[config.mk]
export PLATFORM = sky130hd
export DESIGN_NAME = uart_rx_deserializer
export DESIGN_NICKNAME = d
export VERILOG_FILES = /design/src/rtl/uart_rx_deserializer.sv
export SDC_FILE = /design/constraint.sdc
export NUM_CORES = 1
export LEC_CHECK = 0
export BUFFER_PORTS_ARGS = -buffer_cell sky130_fd_sc_hd__buf_4
export CORE_ASPECT_RATIO = 1.4
export CORE_MARGIN = 2
export CORE_UTILIZATION = 45
export CTS_CLUSTER_DIAMETER = 40
export CTS_CLUSTER_SIZE = 12
export DETAILED_ROUTE_END_ITERATION = 10
export SLEW_MARGIN = 20
export SYNTH_ARGS = -nofsm -noshare
export SYNTH_HDL_FRONTEND = slang
export SYNTH_SLANG_ARGS = --single-unit
export TNS_END_PERCENT = 20
[constraint.sdc]
create_clock -name clk -period 3.15 [get_ports clk]
set_clock_uncertainty 0.05 [all_clocks]
set_input_delay 0.1575 -clock clk [delete_from_list [all_inputs] [get_ports clk]]
set_output_delay 0.1575 -clock clk [all_outputs]
set_load 0.1 [all_outputs]
[src/rtl/uart_rx_deserializer.sv]
// uart_rx_deserializer
// UART receive deserializer. Each frame is a start bit, DATA_WIDTH data bits
// sent LSB first, an optional parity bit and a stop bit. Every bit is decided
// by a 2-of-3 majority vote taken around the middle of the bit period.
// Optional feature macro: UART_RX_PARITY_EN. When it is defined, the PARITY
// state and par_err are built in. When it is undefined, par_err is tied low
// and par_typ is ignored.
module uart_rx_deserializer #(
  parameter int DATA_WIDTH = 8
) (
  input  logic                  clk,
  input  logic                  rst,
  input  logic                  rx_in,
  input  logic [5:0]            prescale,
  input  logic                  par_typ,
  output logic [DATA_WIDTH-1:0] p_data,
  output logic                  data_valid,
  output logic                  par_err,
  output logic                  stp_err
);

  localparam int BW = (DATA_WIDTH > 1) ? $clog2(DATA_WIDTH) : 1;
  localparam logic [BW-1:0] LAST_BIT = BW'(DATA_WIDTH - 1);

`ifdef UART_RX_PARITY_EN
  typedef enum logic [2:0] {IDLE, START, DATA, PARITY, STOP} state_t;
`else
  typedef enum logic [2:0] {IDLE, START, DATA, STOP} state_t;
`endif

  state_t                state;
  logic [5:0]            p_reg;      // prescale held for the whole frame
  logic [5:0]            edge_cnt;
  logic [BW-1:0]         bit_cnt;
  logic [DATA_WIDTH-1:0] shift_reg;
  logic                  s0;         // first vote sample of the current bit
  logic                  s1;         // second vote sample of the current bit
  logic                  stop_bit;
  logic [5:0]            p_sel;
  logic [5:0]            half;
  logic [5:0]            samp_lo;
  logic [5:0]            samp_mid;
  logic [5:0]            samp_hi;
  logic [5:0]            cnt_last;
  logic                  cnt_end;
  logic                  maj;

  // Fold the prescale input onto the three supported rates; anything odd runs at 8
  always_comb begin
    p_sel = 6'd8;
    case (prescale)
      6'd16:   p_sel = 6'd16;
      6'd32:   p_sel = 6'd32;
      default: p_sel = 6'd8;
    endcase
  end

  assign half     = {1'b0, p_reg[5:1]};
  assign samp_lo  = half - 6'd1;
  assign samp_mid = half;
  assign samp_hi  = half + 6'd1;
  assign cnt_last = p_reg - 6'd1;
  assign cnt_end  = (edge_cnt == cnt_last);
  // The third sample is the live line, so the vote resolves at samp_hi
  assign maj      = (s0 & s1) | (s0 & rx_in) | (s1 & rx_in);

`ifdef UART_RX_PARITY_EN
  logic par_bad;
  logic par_exp;
  assign par_exp = (^shift_reg) ^ par_typ;
`else
  logic unused_par_typ;
  assign unused_par_typ = par_typ;
  assign par_err        = 1'b0;
`endif

  // Receive FSM, bit timing, voting and the registered result outputs
  always_ff @(posedge clk or posedge rst) begin
    if (rst) begin
      state      <= IDLE;
      p_reg      <= 6'd8;
      edge_cnt   <= '0;
      bit_cnt    <= '0;
      shift_reg  <= '0;
      s0         <= 1'b0;
      s1         <= 1'b0;
      stop_bit   <= 1'b0;
      p_data     <= '0;
      data_valid <= 1'b0;
      stp_err    <= 1'b0;
`ifdef UART_RX_PARITY_EN
      par_bad    <= 1'b0;
      par_err    <= 1'b0;
`endif
    end else begin
      data_valid <= 1'b0;
      stp_err    <= 1'b0;
`ifdef UART_RX_PARITY_EN
      par_err    <= 1'b0;
`endif
      if (state != IDLE) begin
        edge_cnt <= cnt_end ? 6'd0 : edge_cnt + 6'd1;
        if (edge_cnt == samp_lo)  s0 <= rx_in;
        if (edge_cnt == samp_mid) s1 <= rx_in;
      end

      case (state)
        IDLE: begin
          if (!rx_in) begin
            state    <= START;
            edge_cnt <= '0;
            bit_cnt  <= '0;
            p_reg    <= p_sel;
          end
        end

        START: begin
          if (edge_cnt == samp_hi && maj) begin
            // Line went back high: treat it as noise and wait for a real start
            state    <= IDLE;
            edge_cnt <= '0;
          end else if (cnt_end) begin
            state <= DATA;
          end
        end

        DATA: begin
          if (edge_cnt == samp_hi) begin
            for (int i = 0; i < DATA_WIDTH; i++) begin
              if (bit_cnt == BW'(i)) shift_reg[i] <= maj;
            end
          end
          if (cnt_end) begin
            if (bit_cnt == LAST_BIT) begin
              bit_cnt <= '0;
`ifdef UART_RX_PARITY_EN
              state   <= PARITY;
`else
              state   <= STOP;
`endif
            end else begin
              bit_cnt <= bit_cnt + 1'b1;
            end
          end
        end

`ifdef UART_RX_PARITY_EN
        PARITY: begin
          if (edge_cnt == samp_hi) par_bad <= (maj != par_exp);
          if (cnt_end) state <= STOP;
        end
`endif

        STOP: begin
          if (edge_cnt == samp_hi) stop_bit <= maj;
          if (cnt_end) begin
            state   <= IDLE;
            stp_err <= ~stop_bit;
`ifdef UART_RX_PARITY_EN
            par_err <= par_bad;
            if (stop_bit && !par_bad) begin
`else
            if (stop_bit) begin
`endif
              p_data     <= shift_reg;
              data_valid <= 1'b1;
            end
          end
        end

        default: state <= IDLE;
      endcase
    end
  end

endmodule

# --- Word-level counts from Yosys, hierarchy flattened ---
# Cells that the tools add are included.
classes:
  add_sub_neg: 5
  eq_ne: 21
  muxes: 22
  n_bitwise: 7
  reduce_logical: 20
ops:
  columns: ["op", "n"]
  rows:
  - ["$reduce_and 3->1", 10]
  - ["$mux 3", 9]
  - ["$mux 6", 4]
  - ["$pmux 6 s2", 2]
  - ["$eq 6x6->1", 3]
  - ["$eq 3x2->1 const B", 4]
  - ["$eq 3x3->1 const B", 4]
  - ["$pmux 3 s4", 1]
  - ["$ne 2x2->1 const B", 4]
  - ["$reduce_and 2->1", 4]
  - ["$add 5x1->6 const B", 1]
  - ["$add 6x1->6 const B", 1]
  - ["$eq 3x1->1 const B", 2]
  - ["$eq 6x5->1", 1]
  - ["$eq 6x5->1 const B", 1]
  - ["$eq 6x6->1 const B", 1]
  - ["$logic_not 3->1", 2]
  - ["$pmux 3 s2", 1]
  - ["$sub 5x1->6 const B", 1]
  - ["$sub 6x1->6 const B", 1]
  - ["$mux 1", 5]
  - ["$reduce_and 5->1", 1]
  - ["$add 3x1->3 const B", 1]
  - ["$and 1x1->1", 3]
  - ["6 further kinds", 8]
word_totals:
  ff_bits: 39

# --- Depth between registers and ports, before layout ---
# Gate-level depths: netlist of run 1.
depth:
  ltp_word: 6
  mapped_depth: 7
  ltp_nobuf: 6

# --- Worst setup path after synthesis of run 1 ---
# OpenSTA, ideal clock, no wires.
synth_path:
  kind: "reg2reg"
  from: "register p_reg[3]"
  to: "register p_data[0]"
  t_arrival_ps: 2169
  required_time_ps: 2975
  path_slack_ps: 805
  stages_incl_launch_ff: 7
  cell_sequence: "dfstp_2 > inv_1 > ha_1 > xor3_1 > or4_4 > nor2_4 > mux2_2"
synth_between:
  elab_chain_len: 3
synth_rtl:
  columns: ["element", "line", "rtl"]
  rows:
  - ["start, declared", "32", "logic [5:0] p_reg;"]
  - ["start signal, assigned", "113", "p_reg <= p_sel;"]
  - ["$sub 6x1->6", "62", "assign cnt_last = p_reg - 6'd1;"]
  - ["$eq 6x6->1", "63", "assign cnt_end = (edge_cnt == cnt_last);"]
  - ["$reduce_and 3->1 (no line)", null, null]
  - ["end signal, assigned", "165", "p_data <= shift_reg;"]
  - ["end, declared", "16", "output logic [DATA_WIDTH-1:0] p_data,"]
# Every way passes these cells.
# A chain may end at the register's enable or synchronous reset.

# --- Final worst setup path of run 1 ---
layout_path:
  from: "register p_reg[3]"
  to: "register p_data[7]"
# The elaborated chain is that of the path after synthesis.

==> impl_metrics.ini, run 1 <==
[power_and_ir_drop]
intPower_mw = 1.15
power_density_nw_per_um2 = 848
comb_power_share = 0.385
seq_power_share = 0.387
p_leak_nw = 1.03
p_clk_frac = 0.228
power_switching_uw = 671
vdd_drop_max_mv = 0.503
p_sw_frac = 0.368

[logic_synthesis]
synth_adder_area_share = 0.0717
dominantRegCellSynth = dfrtp_1
yosysMostFrequentCell = dfrtp_1
synth_edf_count = 0
synth_top_area_cell = dfrtp_1
netlist_top_cells_area = dfrtp_1, mux2_2, ha_1
synth-seq-cells = 35
async_flop_share = 1.00
synth_top_area_frac = 0.452
ys_top_cells_by_count = dfrtp_1, mux2_2, inv_1
ys_types = 42
ys_seq_area_frac = 0.465
synth_top_family_by_area = multiplexers
synth_xor_area_frac = 0.0777
syn_nets = 192
synth_area_um2 = 1880
syn_avg_cell_area_um2 = 11.0
synth_compound_area_frac = 0.0697
synth.area.mux_share = 0.129
synthSimpleGateAreaFrac = 0.129
ys_warn_count = 0
netlist_instances = 172

[global_route]
grt_max_degree = 25
grt_pass1_vias = 1334
gr-total-overflow = 0
grt_antenna_before_repair = 0
grt_pass1_wl_um = 6120
track_usage = 0.173

[cts]
clockRootBuffer = clkbuf_8
cts_max_level = 2
cts_buffers = 5
clk_pin_slew_ns = 0.07
clockBufferDepth = 2
cts_tree = done
ctsResizeCount = 0
postCtsSetupBuffers = 0
holdBufCountCts = 0
cts_num_sinks = 35
insertion_delay_ns = 0.29

[routing]
detail_route.iter0.violations = 45
ant_nets = 0
drc_errors = 2
vias_per_cell = 5.63
wl_per_cell_um = 15.6
first_pass_iters = 7
drt-total-wl_um = 3620
num_vias = 1307

[placed_design]
preCtsSetupSlack_ns = 0.549
gp_congestion = 0.831
dp_hpwl_um = 2660
place_area_um2 = 2030
io_buffers = 18

[critical_path]
r2r-start = p_reg[3]
crit_end = p_data[7]
path_max_fanout = 11
timing.rr.end = p_data[7]
cp.arrival_ns = 2.71
crit_type = reg -> reg
max_stage_delay_ns = 0.58
reg2reg_slack_ns = 0.57
startpoint_type = flip-flop
startpoint = p_reg[3]
cp_data_required_time_ns = 3.28
critPathCaptureType = flip-flop
cp_slowest_cell = dfstp_2
path_cells = inv_1 -> ha_1 -> xor3_1 -> or4_4 -> nor2_4 -> mux2_2
r2r_cells = 6

[timing]
final-hold-violation-count = 0
timing.final.ws_setup_ns = 0.566
worst_pin_slew_ns = 0.947
rsz0062_at_grt = no
fmax_mhz = 387
finalSetupViolCount = 0
period_needed_ns = 2.58
hold_slack_ns = 0.0309
relSlewSlack = 0.368
period_share = 0.820
setup_tns_ns = 0
drv_slew = 0

[min_path]
hold_class = in -> reg

[floorplan]
dieArea_um2 = 4730
rows = 27
die_w_um = 58.7
core_um2 = 3990
die_h_um = 80.6
num_io_pins = 21
start_util = 0.473

[final_layout]
areaGrowthSynthToFinish_pct = 13.9
final_cell_area_um2 = 2150
final_util = 0.539
drive_gt1_frac = 0.265
layout.nets = 208
n_antenna_cell = 0

[outcome]
outcome = finished with violations
violations = design-rule violations

[flow_run]
maxCapViolCount = 0
[critical path: cells and delay by family, from the launching register on]
family | cells | cell delay (ns)
xor+xnor | 1 | 0.35
mux | 1 | 0.37
fa+ha+maj | 1 | 0.23
flops | 1 | 0.58
buf+inv | 1 | 0.05
simple gates | 2 | 0.83
[cell families after synthesis]
group | after synthesis
xor+xnor | 15
flops | 35
mux | 22
fa+ha+maj | 11
simple gates | 44
buf+inv | 24
other cells | 1
compound gates | 20
[per-layer routing]
metal,GRT usage,part of all wire,routed length [µm],up-vias
met5,0,0,0,-
met4,0.0795,0.025,89,0
met3,0.0386,0.030,109,8
met2,0.313,0.55,1980,21
met1,0.185,0.40,1440,649
li1,-,-,-,629
[worst min-delay path by stage]
stage | start | end | slack [ns] | cells after the start
6_report | prescale[4] | p_reg[5] | 0.03 | 2
3_5_place_dp | prescale[4] | p_reg[5] | 0.33 | 2
5_1_grt | prescale[4] | p_reg[5] | 0.03 | 2
3_3_place_gp | prescale[4] | p_reg[5] | 0.33 | 2
2_1_floorplan | prescale[5] | p_reg[4] | 0.22 | 1
4_1_cts | prescale[4] | p_reg[5] | 0.03 | 2
[layout make-up]
cell class                 count  area [µm²]
tap                           43        53.8
clock inverter                 2        35.0
multi-input combinational    113         903
timing repair buffer          19         143
fill                         360        1840
inverter                      14        52.6
sequential                    35         877
clock buffer                   6        82.6
[metrics by stage]
step,total power [mW],instances
5_1_grt,1.95,232
2_1_floorplan,1.28,172
4_1_cts,1.84,232
3_5_place_dp,1.41,224
3_3_place_gp,1.37,224
6_report,1.82,232
[power by group through the flow]
stage | combinational (mW) | clock [mW] | sequential (mW)
3_5_place_dp | 0.699 | 0 | 0.711
2_1_floorplan | 0.644 | 0 | 0.633
5_1_grt | 0.786 | 0.444 | 0.724
4_1_cts | 0.708 | 0.425 | 0.703
3_3_place_gp | 0.670 | 0 | 0.704
6_report | 0.700 | 0.415 | 0.705
[cells in the final DEF, fill, tap and decap left out, drive strengths merged, types with 2 or more instances in the layout]
| cell | instances |
|---|---|
| clkbuf | 6 |
| xnor2 | 11 |
| o32ai | 2 |
| buf | 19 |
| nand3 | 5 |
| nand2 | 11 |
| nor3 | 3 |
| nor2 | 7 |
| o22ai | 3 |
| mux2 | 19 |
| xor2 | 3 |
| o21ai | 5 |
| ha | 10 |
| a21oi | 4 |
| dfrtp | 34 |
| nor2b | 2 |
| inv | 14 |
| nand4 | 8 |
| mux2i | 3 |
No activity file was read; power rests on OpenSTA's default activity.
==> run 2, diff against run 1 <==
--- a/config.mk
+++ b/config.mk
@@ -12,6 +12,7 @@
 export CTS_CLUSTER_DIAMETER = 40
 export CTS_CLUSTER_SIZE = 12
 export DETAILED_ROUTE_END_ITERATION = 10
+export PLACE_DENSITY = 0.66
 export SLEW_MARGIN = 20
 export SYNTH_ARGS = -nofsm -noshare
 export SYNTH_HDL_FRONTEND = slang
==> constraint.sdc (replaced) <==
create_clock -name clk -period 2.32 [get_ports clk]
set_clock_uncertainty 0.05 [all_clocks]
set_input_delay 0.116 -clock clk [delete_from_list [all_inputs] [get_ports clk]]
set_output_delay 0.116 -clock clk [all_outputs]
set_load 0.1 [all_outputs]
==> impl_metrics.ini, run 2 (synthesis gave the netlist of run 1 again) <==
[outcome]
outcome = finished with violations
violations = design-rule violations

[floorplan]
dieArea_um2 = 4730
core_um2 = 3990
num_io_pins = 21
start_util = 0.473
die_h_um = 80.6
die_w_um = 58.7
rows = 27

[timing]
final-hold-violation-count = 0
fmax_mhz = 449
worst_pin_slew_ns = 0.642
rsz0062_at_grt = no
period_share = 0.961
drv_slew = 0
finalSetupViolCount = 0
setup_tns_ns = 0
relSlewSlack = 0.571
period_needed_ns = 2.23

[final_layout]
areaGrowthSynthToFinish_pct = 19.5
layout_common_cells = dfrtp_1, buf_4, mux2_2
final_common_cell = dfrtp_1
n_antenna_cell = 0
layout.nets = 218
drive_gt1_frac = 0.307
final_util = 0.565

[critical_path]
cp_data_required_time_ns = 2.42
max_stage_delay_ns = 0.55
path_max_fanout = 10
r2r-start = p_reg[3]
cp.arrival_ns = 2.33
reg2reg_slack_ns = 0.09
cp_slowest_cell = or4_4
startpoint_type = flip-flop
path_cells = inv_2 -> ha_4 -> xor3_1 -> or4_4 -> buf_4 -> o211ai_1 -> o22ai_1
critPathCaptureType = flip-flop
timing.rr.end = edge_cnt[1]
crit_type = reg -> reg
r2r_cells = 7

[global_route]
grt_pass1_wl_um = 6510
grt_max_degree = 36
grt_antenna_before_repair = 0
gr-total-overflow = 0
track_usage = 0.185
grt_pass1_vias = 1427

[cts]
clockBufferDepth = 2
insertion_delay_ns = 0.29
cts_max_level = 2
clk_pin_slew_ns = 0.07
clockRootBuffer = clkbuf_8
cts_buffers = 5
cts_num_sinks = 35
cts_tree = done

[routing]
ant_nets = 0
drc_errors = 2
drt-total-wl_um = 3830
first_pass_iters = 7
num_vias = 1364
detail_route.iter0.violations = 55
vias_per_cell = 5.64
wl_per_cell_um = 15.8

[power_and_ir_drop]
p_leak_nw = 1.08
power_density_nw_per_um2 = 1130
vdd_drop_max_mv = 0.632

[flow_run]
maxCapViolCount = 0

[min_path]
hp-start = prescale[4]
min_path_cells = 2
hold_class = in -> reg
min_to = p_reg[5]

[placed_design]
dp_hpwl_um = 2680
io_buffers = 18
gp_congestion = 0.834
## run 2: cell types whose count changed in the layout (fill, tap and decap cells not counted), moves of 2 or more
cell           previous run  this run
mux2_2                   19        15
inv_1                    14        12
dlygate4sd3_1             0         2
inv_2                     0         2
buf_4                    19        25
buf_6                     0         2
mux2_4                    0         4
## run 2: worst max path at each step
| stage | slack (ns) | to | depth (start not counted) | startpoint |
|---|---|---|---|---|
| global placement | 0.006 | p_data[7] | 6 | p_reg[3] |
| CTS | -0.02 | p_data[0] | 8 | p_reg[3] |
| floorplan | 0.04 | p_data[0] | 6 | p_reg[3] |
| detailed placement | -0.05 | p_data[1] | 6 | p_reg[3] |
| finish | 0.09 | edge_cnt[1] | 7 | p_reg[3] |
| global route | 0.009 | edge_cnt[0] | 7 | p_reg[3] |
## run 2: repair_timing
| item | 4_1_cts | 5_1_grt |
|---|---|---|
| setup endpoints to repair | 11 | 10 |
| gates resized for setup | 10 | 1 |
| hold buffers | 2 | 0 |
| hold endpoints to repair | 35 | 0 |
| setup buffers | 3 | 0 |
| pin swaps | 4 | 2 |
| gates cloned | 1 | 0 |
## run 2: metal layers
metal  share of wire  track usage  vias to the layer above  wire length, µm
met2            0.55        0.335                       24             2100
met5               0            0                        -                0
met1            0.40        0.201                      688             1520
li1                -            -                      646                -
met4           0.018       0.0727                        0               67
met3           0.037       0.0499                        6              141
## run 2: through the flow
stage	hold slack [ns]	total power, mW	worst slack (ns)	cells	instance area (µm²)
6_report	0.00821	2.54	0.0916	242	2250
3_3_place_gp	0.186	1.93	0.00631	230	2080
5_1_grt	0.0148	2.73	0.00934	242	2250
3_5_place_dp	0.198	2.00	-0.0521	230	2080
2_1_floorplan	0.175	1.74	0.0378	172	1890
4_1_cts	0.00455	2.57	-0.0187	244	2300
## run 2: layout make-up
class,count,area [µm²]
fillers,345,1730
multi-input cells,113,938
flip-flops and latches,35,877
repair buffers,29,230
clock buffers,8,100
well taps,43,53.8
inverters,14,52.6
## run 2: worst max-delay path, delay by kind of cell, from the launching register on
family	cells	cell delay [ns]
and+or+nand+nor	1	0.55
DFF	1	0.54
AOI/OAI and AO/OA	2	0.37
buffers and inverters	2	0.24
xor gates and xnor gates	1	0.19
adders and majority gates	1	0.15
## run 2: report_power, final
group	internal [mW]	switching, mW
registers	0.755	0.188
clock network	0.271	0.211
logic	0.561	0.557
total	1.59	0.957
==> run 3, diff against run 2 <==
--- a/config.mk
+++ b/config.mk
@@ -5,10 +5,12 @@
 export SDC_FILE = /design/constraint.sdc
 export NUM_CORES = 1
 export LEC_CHECK = 0
+export ABC_AREA = 1
 export BUFFER_PORTS_ARGS = -buffer_cell sky130_fd_sc_hd__buf_4
 export CORE_ASPECT_RATIO = 1.4
 export CORE_MARGIN = 2
 export CORE_UTILIZATION = 45
+export CTS_BUF_LIST = sky130_fd_sc_hd__clkbuf_8
 export CTS_CLUSTER_DIAMETER = 40
 export CTS_CLUSTER_SIZE = 12
 export DETAILED_ROUTE_END_ITERATION = 10
==> impl_metrics.ini, run 3 <==
[floorplan]
rows = 28
start_util = 0.463
core_um2 = 4170
dieArea_um2 = 4830
die_w_um = 59.3
num_io_pins = 21
die_h_um = 81.5

[placed_design]
gp_congestion = 0.872
io_buffers = 18
dp_hpwl_um = 2810
preCtsSetupSlack_ns = 0.359

[cts]
clockRootBuffer = clkbuf_8
clk_pin_slew_ns = 0.07
clockBufferDepth = 2
cts_buffers = 5
cts_num_sinks = 35
postCtsSetupBuffers = 0
ctsResizeCount = 0
insertion_delay_ns = 0.29
cts_tree = done
cts_max_level = 2

[routing]
drt-total-wl_um = 3630
ant_nets = 0
num_vias = 1546
vias_per_cell = 4.99
wl_per_cell_um = 11.7
drc_errors = 0
first_pass_iters = 4
detail_route.iter0.violations = 45

[logic_synthesis]
yosysMostFrequentCell = nand2_1
ys_types = 31
netlist_top_cells_area = dfrtp_1, nand2_1, ha_1
async_flop_share = 1.00
synth_area_um2 = 1930
synth_top_area_cell = dfrtp_1
syn_nets = 259
dominantRegCellSynth = dfrtp_1
ys_top_cells_by_count = nand2_1, dfrtp_1, inv_1
synth_top_area_frac = 0.441
synth-seq-cells = 35
syn_avg_cell_area_um2 = 8.07
netlist_instances = 239
ys_seq_area_frac = 0.455
ys_warn_count = 0
synth_edf_count = 0

[critical_path]
critPathCaptureType = flip-flop
reg2reg_slack_ns = 0.37
crit_type = reg -> reg
path_max_fanout = 9
startpoint_type = flip-flop
cp_data_required_time_ns = 2.50
cp.arrival_ns = 2.13

[final_layout]
final_common_cell = nand2_1
areaGrowthSynthToFinish_pct = 15.4
drive_gt1_frac = 0.181
n_antenna_cell = 0
layout_common_cells = nand2_1, dfrtp_1, inv_1
layout.nets = 284

[timing]
final-hold-violation-count = 0
setup_tns_ns = 0
period_share = 0.841
timing.final.ws_setup_ns = 0.368
finalSetupViolCount = 0
drv_slew = 0
rsz0062_at_grt = no
fmax_mhz = 512
period_needed_ns = 1.95

[power_and_ir_drop]
power_density_nw_per_um2 = 1060
intPower_mw = 1.40
p_sw_frac = 0.404
p_clk_frac = 0.206
comb_power_share = 0.404
vdd_drop_max_mv = 0.546
power_switching_uw = 950
p_leak_nw = 1.19
seq_power_share = 0.390

[global_route]
track_usage = 0.184
gr-total-overflow = 0
grt_pass1_vias = 1584
grt_max_degree = 36
grt_pass1_wl_um = 6620
grt_antenna_before_repair = 0

[outcome]
outcome = complete, no violations

[flow_run]
maxCapViolCount = 0

[min_path]
hold_class = in -> reg
==> run 3: changes by cell type in the layout (fill, tap and decap cells not counted), sizes merged, moves of 7 or more <==
cell   before  now
buf        27   20
inv        14   31
mux2       19    0
nand2      11   79
nand3       5   18
nor2        7   17
o21ai       5   18
xnor2      11    3
==> run 3: metrics by stage <==
step / cells / hold slack [ns] / power [mW] / instance area, µm² / util
finish: 310 / 0.0655 / 2.35 / 2230 / 0.534
global route: 310 / 0.0738 / 2.56 / 2230 / 0.534
CTS: 310 / 0.0651 / 2.38 / 2230 / 0.534
detailed placement: 301 / 0.202 / 1.89 / 2120 / 0.508
global placement: 301 / 0.202 / 1.87 / 2120 / 0.508
floorplan: 239 / 0.220 / 1.70 / 1930 / -
==> run 3: area by class of cell <==
class	instances	area [µm²]
tap	45	56.3
clock inverter	1	3.75
sequential	35	877
fill	406	1940
multi-input combinational	171	913
timing repair buffer	21	160
clock buffer	7	96.3
inverter	30	120
==> run 3: critical path, cell delays in order (launching register included) <==
cell     delay [ns]
dfstp_2        0.57
inv_2          0.07
ha_1           0.33
xnor2_1        0.17
nor2_4         0.16
nand2_4        0.10
inv_4          0.07
nand3_4        0.13
inv_6          0.12
nand2_1        0.05
nand2_1        0.06
==> run 3: repair_timing <==
| action | CTS | global route |
|---|---|---|
| setup endpoints to repair | 0 | 0 |
| hold buffers | 1 | 0 |
| endpoints found under the hold margin | 34 | 0 |
==> run 3: path summary, 6_finish.rpt <==
check | start | endpoint | cells past startpoint
setup reg to reg | p_reg[3] | p_data[2] | 10
min in group asynchronous | rst | shift_reg[7] | 4
setup / recovery | p_reg[3] | p_data[2] | 10
hold reg to reg | shift_reg[1] | p_data[1] | 2
max in group asynchronous | rst | p_reg[3] | 4
hold / removal | prescale[5] | p_reg[4] | 4
==> run 3: power by group through the flow <==
stage / sequential, mW / clock [mW] / combinational, mW
global route: 0.942 / 0.521 / 1.09
detailed placement: 0.927 / 0 / 0.960
finish: 0.916 / 0.484 / 0.950
global placement: 0.922 / 0 / 0.946
floorplan: 0.878 / 0 / 0.819
CTS: 0.916 / 0.499 / 0.966
==> run 3: kinds of logic (layout without fill, tap and decap cells) <==
| logic type | after synthesis | count (layout) | share of synthesized area |
|---|---|---|---|
| AOI/OAI and AO/OA | 28 | 28 | 0.0752 |
| xor gates and xnor gates | 8 | 8 | 0.0363 |
| adders and majority gates | 10 | 10 | 0.0649 |
| buffers and inverters | 33 | 59 | 0.0720 |
| DFF | 35 | 35 | 0.455 |
| other | 1 | 1 | 0.00194 |
| and+or+nand+nor | 124 | 124 | 0.295 |
==> run 3: routing by layer <==
layer | part of all wire | track usage
met5 | 0 | 0
met4 | 0.039 | 0.0977
met3 | 0.033 | 0.0425
met2 | 0.53 | 0.340
met1 | 0.40 | 0.185
